==> config.mk <==
export PLATFORM = sky130hd
export DESIGN_NAME = odometer_meas_sequencer
export DESIGN_NICKNAME = d
export VERILOG_FILES = /design/src/rtl/odometer_pkg.sv /design/src/rtl/detect_sync_edge.sv /design/src/rtl/odometer_meas_sequencer.sv
export SDC_FILE = /design/constraint.sdc
export NUM_CORES = 1
export LEC_CHECK = 0
export ABC_AREA = 1
export BUFFER_PORTS_ARGS = -buffer_cell sky130_fd_sc_hd__buf_2
export CORE_MARGIN = 2
export CORE_UTILIZATION = 41
export DETAILED_ROUTE_END_ITERATION = 12
export PLACE_DENSITY = 0.61
export SLEW_MARGIN = 5
export SYNTH_ARGS = -nofsm -noshare
export SYNTH_HDL_FRONTEND = slang
export SYNTH_HIERARCHICAL = 1
export SYNTH_SLANG_ARGS = --single-unit
export TNS_END_PERCENT = 100
==> constraint.sdc <==
create_clock -name CLK -period 4.3 [get_ports CLK]
set_clock_uncertainty 0.2 [all_clocks]
set_input_delay 0.86 -clock CLK [delete_from_list [all_inputs] [get_ports CLK]]
set_output_delay 0.86 -clock CLK [all_outputs]
set_load 0.02 [all_outputs]
==> src/rtl/odometer_pkg.sv <==
// Shared types and defaults for the odometer measurement sequencer.
// No logic; state encoding, saturation word and default sizes only.
package odometer_pkg;

  localparam int NCH_DEF = 4;
  localparam int CW_DEF  = 12;
  localparam int DZW_DEF = 16;

  localparam logic [CW_DEF-1:0] SAT_VAL = {CW_DEF{1'b1}};

  typedef enum logic [1:0] {
    ST_IDLE  = 2'd0,
    ST_CLEAR = 2'd1,
    ST_RUN   = 2'd2,
    ST_DRAIN = 2'd3
  } state_t;

endpackage

==> src/rtl/detect_sync_edge.sv <==
// Three-flop synchronizer with falling-edge detect on the last two stages.
// Async edge to FALL high: 2 CLK edges; FALL is a one-cycle pulse, no backpressure.
module detect_sync_edge (
  input  logic CLK,
  input  logic RESETB,
  input  logic DETECT_ASYNC,
  output logic FALL
);

  logic s1_q, s2_q, s3_q;

  always_ff @(posedge CLK or negedge RESETB) begin
    if (!RESETB) begin
      s1_q <= 1'b0;
      s2_q <= 1'b0;
      s3_q <= 1'b0;
    end else begin
      s1_q <= DETECT_ASYNC;
      s2_q <= s1_q;
      s3_q <= s2_q;
    end
  end

  assign FALL = ~s2_q & s3_q;

endmodule

==> src/rtl/odometer_meas_sequencer.sv <==
// One clear/run/drain measurement over NCH odometer channels; capture lands 3 CLK after an async DETECT fall.
// Readout holds each word until RD_READY; one word per cycle when RD_READY stays high.
module odometer_meas_sequencer
  import odometer_pkg::*;
#(
  parameter int NCH = NCH_DEF,
  parameter int CW  = CW_DEF,
  parameter int DZW = DZW_DEF,
  parameter int CHW = 2
) (
  input  logic              CLK,
  input  logic              RESETB,
  input  logic              START,
  input  logic [NCH-1:0]    CFG_CH_MASK,
  input  logic [DZW-1:0]    CFG_DZ_LIMIT,
  input  logic [NCH-1:0]    DETECT_ASYNC,
  input  logic [NCH*CW-1:0] BF_COUNT,
  output logic              BF_CLR,
  output logic              BF_EN,
  output logic              DZ_EXPIRE,
  output logic              BUSY,
  output logic              RD_VALID,
  input  logic              RD_READY,
  output logic [CHW-1:0]    RD_CH,
  output logic [CW-1:0]     RD_DATA,
  output logic              RD_SAT,
  output logic              DONE
);

  state_t state_q, state_d;

  logic [NCH-1:0] mask_q, done_q, sat_q, fall, cap_hit;
  logic [DZW-1:0] limit_q, dz_q;
  logic [CW-1:0]  cap_q [NCH];
  logic [CHW-1:0] rd_idx_q, first_idx, nxt_idx;
  logic           nxt_found, start_ok, run, expire, all_done, last_acc, done_pls_q;

  for (genvar g = 0; g < NCH; g++) begin : g_sync
    detect_sync_edge u_sync (
      .CLK          (CLK),
      .RESETB       (RESETB),
      .DETECT_ASYNC (DETECT_ASYNC[g]),
      .FALL         (fall[g])
    );
  end

  assign start_ok = START && (CFG_CH_MASK != '0);
  assign run      = (state_q == ST_RUN);
  assign expire   = run && (dz_q == limit_q);
  assign cap_hit  = run ? (fall & mask_q & ~done_q) : '0;
  assign all_done = ((done_q | cap_hit) & mask_q) == mask_q;
  assign last_acc = (state_q == ST_DRAIN) && RD_READY && !nxt_found;

  // Lowest masked channel, and the next masked channel above the one on the bus.
  always_comb begin
    first_idx = '0;
    nxt_idx   = '0;
    nxt_found = 1'b0;
    for (int i = NCH - 1; i >= 0; i--) begin
      if (mask_q[i]) first_idx = CHW'(i);
      if (mask_q[i] && (i > int'(rd_idx_q))) begin
        nxt_idx   = CHW'(i);
        nxt_found = 1'b1;
      end
    end
  end

  always_ff @(posedge CLK or negedge RESETB) begin
    if (!RESETB) state_q <= ST_IDLE;
    else         state_q <= state_d;
  end

  always_comb begin
    state_d = state_q;
    case (state_q)
      ST_IDLE:  if (start_ok) state_d = ST_CLEAR;
      ST_CLEAR: state_d = ST_RUN;
      ST_RUN:   if (all_done || expire) state_d = ST_DRAIN;
      ST_DRAIN: if (last_acc) state_d = ST_IDLE;
      default:  state_d = ST_IDLE;
    endcase
  end

  always_comb begin
    BF_CLR    = (state_q == ST_CLEAR);
    BF_EN     = run;
    DZ_EXPIRE = expire;
    BUSY      = (state_q != ST_IDLE);
    RD_VALID  = (state_q == ST_DRAIN);
    RD_CH     = RD_VALID ? rd_idx_q : '0;
    RD_DATA   = RD_VALID ? cap_q[rd_idx_q] : '0;
    RD_SAT    = RD_VALID ? sat_q[rd_idx_q] : 1'b0;
    DONE      = done_pls_q;
  end

  always_ff @(posedge CLK or negedge RESETB) begin
    if (!RESETB) begin
      mask_q     <= '0;
      limit_q    <= '0;
      dz_q       <= '0;
      done_q     <= '0;
      sat_q      <= '0;
      rd_idx_q   <= '0;
      done_pls_q <= 1'b0;
      for (int i = 0; i < NCH; i++) cap_q[i] <= '0;
    end else begin
      done_pls_q <= last_acc;
      case (state_q)
        ST_IDLE: begin
          if (start_ok) begin
            mask_q  <= CFG_CH_MASK;
            limit_q <= CFG_DZ_LIMIT;
          end
        end
        ST_CLEAR: begin
          dz_q   <= '0;
          done_q <= '0;
          sat_q  <= '0;
        end
        ST_RUN: begin
          // Counter parks at the limit so it can never wrap past it.
          if (!expire) dz_q <= dz_q + DZW'(1);
          for (int i = 0; i < NCH; i++) begin
            if (cap_hit[i]) begin
              cap_q[i]  <= BF_COUNT[i*CW +: CW];
              done_q[i] <= 1'b1;
            end else if (expire && mask_q[i] && !done_q[i]) begin
              cap_q[i]  <= {CW{1'b1}};
              done_q[i] <= 1'b1;
              sat_q[i]  <= 1'b1;
            end
          end
          if (all_done || expire) rd_idx_q <= first_idx;
        end
        ST_DRAIN: begin
          if (RD_READY && nxt_found) rd_idx_q <= nxt_idx;
        end
        default: ;
      endcase
    end
  end

endmodule

# Word level (Yosys, flattened, before mapping)
# Index checks and enable logic that the tools add are counted.
totals:
  register_bits: 109
  in_bits: 76
  out_inout_bits: 21
  elab_cells: 169
op_classes:
  add_sub_neg: 1
  n_lt_le_gt_ge: 5
  eq_ne: 22
  mux: 50
  bitwise: 14
  reduce_logical: 47
ops:
  columns: ["cell", "n"]
  rows:
  - ["$mux W12", 11]
  - ["$pmux W16 S2", 1]
  - ["$mux W2", 13]
  - ["$bmux W12 S2", 1]
  - ["$reduce_and A2 Y1", 10]
  - ["$reduce_and A3 Y1", 6]
  - ["$mux W1", 17]
  - ["$add A16 B1 Y16 const B", 1]
  - ["$eq A16 B16 Y1", 1]
  - ["$logic_and A1 B1 Y1", 16]
  - ["$mux W16", 1]
  - ["$pmux W4 S2", 2]
  - ["$ne A2 B1 Y1 const B", 7]
  - ["$reduce_bool A2 Y1", 7]
  - ["$and A4 B4 Y4", 3]
  - ["$ne A2 B2 Y1 const B", 6]
  - ["$ne A3 B2 Y1 const B", 4]
  - ["$pmux W2 S4", 1]
  - ["$logic_not A1 Y1", 5]
  - ["$and A1 B1 Y1", 4]
  - ["$eq A2 B2 Y1 const B", 2]
  - ["$eq A4 B4 Y1", 1]
  - ["$gt A2 B2 Y1 const A", 2]
  - ["$mux W4", 1]
  - ["other kinds (13)", 16]

# Depth between registers and ports, before layout
# Gate-level depths: netlist of run 1.
logic_depth:
  word_depth: 11
  ltp_mapped: 14
  ltp_nobuf: 12

# By module
# Netlist of run 1, hierarchy kept.
by_module_without_submodules:
  columns: ["mod", "instances", "cells_each", "area_each_um2", "seq_area_each_um2"]
  rows:
  - ["odometer_meas_sequencer", 1, 683, 5282.6, 2427.3]
  - ["detect_sync_edge", 4, 5, 85.1, 75.1]

# Least setup slack after synthesis of run 1
# OpenSTA, ideal clock, no wires.
synth_timing:
  path_kind: "register -> output"
  start: "register state_q[0]"
  end: "output port RD_DATA[7]"
  t_arrival_ns: 1.639
  required_time_ns: 3.240
  path_slack_ns: 1.601
  path_stages_with_launch: 6
  n_path_buf: 2
  path_cell_list: "dfrtp_1 ha_1 clkbuf_1 inv_1 clkbuf_1 a31oi_1"
synth_between:
  elab_chain_len: 2
synth_lines:
  columns: ["item", "line_no", "source"]
  rows:
  - ["start, declared", "odometer_meas_sequencer.sv:30", "state_t state_q, state_d;"]
  - ["start signal, assigned", "odometer_meas_sequencer.sv:70", "else state_q <= state_d;"]
  - ["$eq A2 B2 Y1", "odometer_meas_sequencer.sv:89", "RD_VALID = (state_q == ST_DRAIN);"]
  - ["via RD_VALID", "odometer_meas_sequencer.sv:22", "output logic RD_VALID,"]
  - ["$mux W12", "odometer_meas_sequencer.sv:91", "RD_DATA = RD_VALID ? cap_q[rd_idx_q] : '0;"]
  - ["end, declared", "odometer_meas_sequencer.sv:25", "output logic [CW-1:0] RD_DATA,"]
# The timed path passes the listed nets, and every way through them passes these cells.

# Worst setup path after layout of run 1
layout_timing:
  start: "register state_q[0]"
  end: "output port DZ_EXPIRE"
layout_between:
  elab_chain_len: 2
layout_lines:
  columns: ["item", "line_no", "source"]
  rows:
  - ["$eq A2 B2 Y1", "odometer_meas_sequencer.sv:48", "assign run = (state_q == ST_RUN);"]
  - ["$logic_and A1 B1 Y1", "odometer_meas_sequencer.sv:49", "assign expire = run && (dz_q == limit_q);"]
  - ["end, declared", "odometer_meas_sequencer.sv:20", "output logic DZ_EXPIRE,"]
# Every way passes these cells.

==> metrics.csv, run 1 <==
stage;metric;value;unit
critical_path;worstPathMaxFanout;22;
hold_path;hold_start;g_sync[0].u_sync/s1_q;
clock_tree;clock_latency;360;ps
die;ios;97;
yosys;ys.warnings.count;6;
clock_tree;cts_sinks;109;
grt;grt_pass1_vias;4555;
placed_design;gp_congestion;0.8809;
finish;drive_gt1_share;25.95;%
die;dieHeight;121.1;µm
yosys;ys_seq_area_share;48.51;%
timing;fmax;282.5;MHz
finish;multiInputGateArea;2447;µm²
pwr;p_leak;3.162;nW
run_status;status;finished, final reports clean;
detailed_routing;via_per_inst;4.913;
die;die-area;14670;µm²
timing;drv_slew;0;
grt;grt_usage;20.39;%
timing;hold_violations;0;
detailed_routing;ant_nets;0;
finish;fin_cells;966;
timing;setup_viol;0;
yosys;yosys_register_bits;109;
finish;fin_nets;867;
pwr;ir_worst_vdd;0.3570;mV
critical_path;path_class;reg2out;
clock_tree;htree_levels;3;
yosys;synth.cell_area;5623;µm²
die;die_w;121.1;µm
timing;rsz0062_at_grt;false;
job;maxCapViolCount;0;
clock_tree;cts_hold_buf;0;
grt;grt_pass1_wl;22890;µm
clock_tree;clockBufferDepth;2;
timing;setup_tns;0;ps
yosys;syn-instance-count;703;
pwr;power.density;627.5;nW/µm²
clock_tree;cts_setup_buffers;0;
yosys;synth_common_cells;123 x nor2_1, 113 x nand2_1, 109 x dfrtp_1, 71 x inv_1, 66 x nor2_2;
timing;slew_headroom;36.47;%
placed_design;placed_area;6198;µm²
critical_path;r2r_start;state_q[0];
yosys;synth_ff_type;dfrtp_1;
placed_design;place_inst;950;
clock_tree;numCtsBuffers;9;
yosys;synth_top_area_share;48.51;%
yosys;yosysMostFrequentCell;nor2_1;
die;core-area;13300;µm²
finish;final_area;6490;µm²
yosys;ys_async_sr_fraction;100.0;%
detailed_routing;dr.pass1.iters;5;
critical_path;critical_path.endpoint_type;primary output;
finish;n_antenna_cell;0;
clock_tree;clkSlewWorstSetupHoldPaths;80;ps
critical_path;critPathRequiredTime;3240;ps
yosys;syn-num-nets;785;
timing;min_period;3539;ps
die;rows;42;
yosys;synth.avg_cell_area;7.998;µm²
detailed_routing;drt_iter0_drc;362;
clock_tree;cts_root_buf;clkbuf_16;
grt;antenna_found_initial;0;
detailed_routing;drt-total-wl;14250;µm
timing;min_period_over_period;82.31;%
finish;seqCellArea;2728;µm²
detailed_routing;via_count;4746;
critical_path;startpoint;state_q[0];
clock_tree;cts_tree;built;
placed_design;dp_hpwl;10770;µm
die;initial_core_util;42.29;%
yosys;yosysUniqueCellTypes;35;
yosys;synth_top_area_cell;dfrtp_1;
critical_path;critPathArrivalTime;2480;ps
grt;grt-ovfl-total;0;
finish;fillers;1321;
finish;syn2layout_area_growth;15.42;%
detailed_routing;wl_per_cell;14.75;µm
detailed_routing;drcViolationCount;0;
clock_tree;cts_resized;0;
timing;tightest_slew;949.4;ps
placed_design;io_buffers;96;
critical_path;start_kind;flop;
yosys;netlist_top_cells_area;dfrtp_1 49%, nor2_1 8.2%, nand2_1 7.5%;
grt;grt_max_degree;62;
hold_path;worstHoldPathType;reg2reg;
yosys;synth_edf_count;0;
-- through the flow --
step	hold slack [ps]	utilization (%)	power (W)	setup slack (ps)
final	151.1	48.81	0.004073	760.6
after floorplan	131.2	-	0.002810	1601
after global placement	133.5	46.62	0.003232	1235
after global routing	157.4	48.81	0.004408	513.3
after CTS	156.6	48.81	0.004110	775.1
after detailed placement	138.7	46.62	0.003272	1185
-- worst paths after layout --
check | to | slack, ps | cells after the start
setup / recovery | DZ_EXPIRE | 760 | 9
hold / removal | g_sync[0].u_sync/s2_q | 150 | 0
setup reg to reg | dz_q[14] | 1150 | 11
hold reg to reg | g_sync[0].u_sync/s2_q | 150 | 0
max in group asynchronous | cap_q[15] | 2830 | 2
min in group asynchronous | limit_q[6] | 330 | 1
-- critical path: stages (launching register included) --
cell	delay, ps
dfrtp_1	420
inv_1	120
ha_1	660
nand2_1	150
nor2_2	120
nand2_1	70
nor2_2	120
nand2_2	70
nor2_4	190
buf_2	210
-- flip-flops by register name, indices dropped and copies added, names as in the netlist --
name / cells
rd_idx_q: 2
limit_q: 16
g_sync.u_sync/s2_q: 4
done_q: 4
DONE: 1
g_sync.u_sync/s1_q: 4
mask_q: 4
dz_q: 16
cap_q: 48
state_q: 2
sat_q: 4
g_sync.u_sync/s3_q: 4
-- metal layers --
metal	GRT usage, %	vias to the layer above	share of wire (%)
li1	-	2388	-
met1	27.82	2231	45
met2	32.79	120	48
met3	5.122	7	5.6
met4	4.651	0	0.89
met5	0	-	0
-- cell type report --
class | count | area share, %
timing repair buffer | 98 | 7.866
sequential | 109 | 42.03
clock inverter | 6 | 0.8097
clock buffer | 10 | 3.682
tap | 176 | 3.393
multi-input combinational | 489 | 37.71
inverter | 78 | 4.511
-- logic make-up (layout without fill, tap and decap cells) --
logic type | Yosys count | after routing | share of synthesized area, %
AND/OR/NAND/NOR | 363 | 363 | 29.44
flip-flops | 109 | 109 | 48.51
AO/OA/AOI/OAI | 106 | 106 | 10.48
buffers and inverters | 105 | 192 | 7.966
XOR/XNOR | 12 | 12 | 1.869
adder cells (fa/ha/maj) | 6 | 6 | 1.335
multiplexers | 2 | 2 | 0.4005
-- placed cells by master, fill, tap and decap left out, types with 6 or more instances in the layout --
master and instances:
nand2_2 11, dfrtp_1 109, inv_1 71, o31ai_1 8
inv_2 7, a21oi_1 47, a22oi_1 10, nand4_1 13
nand2_1 113, clkbuf_16 9, xor2_1 10, nand3_1 22
o21ai_0 33, buf_2 95, nor2_1 123, ha_1 6
nor2_2 66
-- power breakdown --
part / leakage, nW / internal, W / switching [W]
combinational: 1.71 / 0.000553 / 0.00101
clock: 0.143 / 0.000420 / 0.000401
sequential: 1.31 / 0.00139 / 0.000298
Note: power is estimated with default switching activity, not from simulation.
==> inputs of run 2 (changes only) <==
==> constraint.sdc (replaced) <==
create_clock -name CLK -period 3.5 [get_ports CLK]
set_clock_uncertainty 0.2 [all_clocks]
set_input_delay 0.7 -clock CLK [delete_from_list [all_inputs] [get_ports CLK]]
set_output_delay 0.7 -clock CLK [all_outputs]
set_load 0.02 [all_outputs]
==> metrics.csv, run 2 (synthesized netlist as in run 1, its figures left out) <==
stage;metric;value;unit
critical_path;path_class;reg2out;
grt;antenna_found_initial;0;
run_status;status;finished, final reports clean;
clock_tree;cts_tree;built;
finish;final_common_cell;nor2_1;
grt;grt-ovfl-total;0;
finish;top_regs;cap_q (48), dz_q (16), limit_q (16);
finish;largest_reg_flops;48;
timing;drv_slew;0;
die;initial_core_util;42.29;%
hold_path;hold_start;g_sync[0].u_sync/s1_q;
grt;grt_pass1_wl;24130;µm
finish;mostFrequentLayoutCells;123 x nor2_1, 113 x nand2_1, 109 x dfrtp_1;
grt;grt_pass1_vias;4924;
finish;n_antenna_cell;0;
timing;rsz0062_at_grt;false;
clock_tree;cts_resized;0;
critical_path;reg2reg_setup_slack;620;ps
critical_path;critPathRequiredTime;2600;ps
timing;min_period;3163;ps
die;die-area;14670;µm²
clock_tree;clock_latency;360;ps
placed_design;place_ws;668.7;ps
critical_path;reg2reg_depth;11;
placed_design;dp_hpwl;10910;µm
finish;syn2layout_area_growth;16.40;%
clock_tree;numCtsBuffers;9;
clock_tree;cts_sinks;109;
grt;grt_usage;21.16;%
clock_tree;clkSlewWorstSetupHoldPaths;80;ps
die;rows;42;
timing;slew_headroom;50.49;%
grt;grt_max_degree;57;
detailed_routing;dr.pass1.iters;5;
clock_tree;cts_setup_buffers;0;
critical_path;reg2reg_to;dz_q[15];
clock_tree;cts_hold_buf;0;
pwr;p_leak;3.199;nW
hold_path;worstHoldPathType;reg2reg;
critical_path;critPathArrivalTime;2260;ps
detailed_routing;drcViolationCount;0;
detailed_routing;wl_per_cell;14.94;µm
die;die_w;121.1;µm
detailed_routing;drt-total-wl;14530;µm
timing;hold_violations;0;
clock_tree;htree_levels;3;
hold_path;hold_depth;0;
pwr;ir_worst_vdd;0.3629;mV
job;maxCapViolCount;0;
die;ios;97;
finish;drive_gt1_share;26.51;%
timing;setup_viol;0;
placed_design;io_buffers;96;
detailed_routing;drt_iter0_drc;269;
hold_path;hold_end;g_sync[0].u_sync/s2_q;
detailed_routing;via_per_inst;4.964;
clock_tree;cts_root_buf;clkbuf_16;
die;dieHeight;121.1;µm
placed_design;gp_congestion;0.9356;
timing;tightest_slew;742.6;ps
critical_path;start_kind;flop;
finish;regMostFlops;cap_q;
timing;setup_tns;0;ps
critical_path;r2r_start;state_q[0];
timing;min_period_over_period;90.37;%
finish;fin_nets;874;
clock_tree;clockBufferDepth;2;
detailed_routing;via_count;4825;
die;core-area;13300;µm²
detailed_routing;ant_nets;0;
pwr;power.density;774.0;nW/µm²
timing;layout_setup_ws;337.2;ps
critical_path;critical_path.endpoint_type;primary output;
timing;fmax;316.2;MHz
critical_path;worstPathMaxFanout;13;
run 2: cell count changes in the layout (fill, tap and decap cells not counted), sizes merged:
cell,change
buf,+7
bufinv,+1
clkbuf,-1
clkinvlp,-1
run 2: worst max-delay path by stage:
stage	depth (start not counted)	startpoint	endpoint
2_1_floorplan	5	state_q[0]	RD_DATA[7]
3_3_place_gp	9	state_q[0]	DZ_EXPIRE
3_5_place_dp	11	state_q[0]	dz_q[15]
4_1_cts	9	state_q[0]	DZ_EXPIRE
5_1_grt	9	state_q[0]	DZ_EXPIRE
6_report	9	state_q[0]	DZ_EXPIRE
run 2: through the flow:
stage,cell area (µm²),hold WS (ps),power [W],util [%],cells
after detailed placement,6251,134.7,0.004041,47.02,957
final,6545,146.3,0.005066,49.23,972
after CTS,6545,147.6,0.005116,49.23,972
after global placement,6251,133.8,0.003988,47.02,957
after floorplan,5623,131.2,0.003452,-,703
after global routing,6545,157.6,0.005472,49.23,972
run 2: report_power, final:
| part | total [W] | leakage, nW | switching, W | internal [W] |
|---|---|---|---|---|
| combinational | 0.00194 | 1.75 | 0.00123 | 0.000701 |
| sequential | 0.00207 | 1.31 | 0.000358 | 0.00171 |
| clock | 0.00106 | 0.148 | 0.000498 | 0.000560 |
| total | 0.00507 | 3.20 | 0.00209 | 0.00297 |
run 2: critical path, stage by stage, from the launching register on:
cell	delay, ps
dfrtp_1	420
inv_1	120
ha_1	470
nand2_1	130
nor2_2	120
nand2_1	70
nor2_2	120
nand2_2	70
nor2_4	190
buf_2	210
run 2: per-layer routing:
metal	wire [µm]	part of all wire (%)	GRT usage (%)
met5	0	0	0
met4	243	1.7	5.233
met3	683	4.7	5.169
met2	7083	49	35.46
met1	6515	45	27.55
run 2: layout make-up:
cell class                 instances  area, µm²
clock buffer                       9      225.2
tap                              176      220.2
timing repair buffer             105      563.0
multi-input combinational        489       2447
inverter                          78      292.8
clock inverter                     6      68.82
fill                            1353       6750
sequential                       109       2728
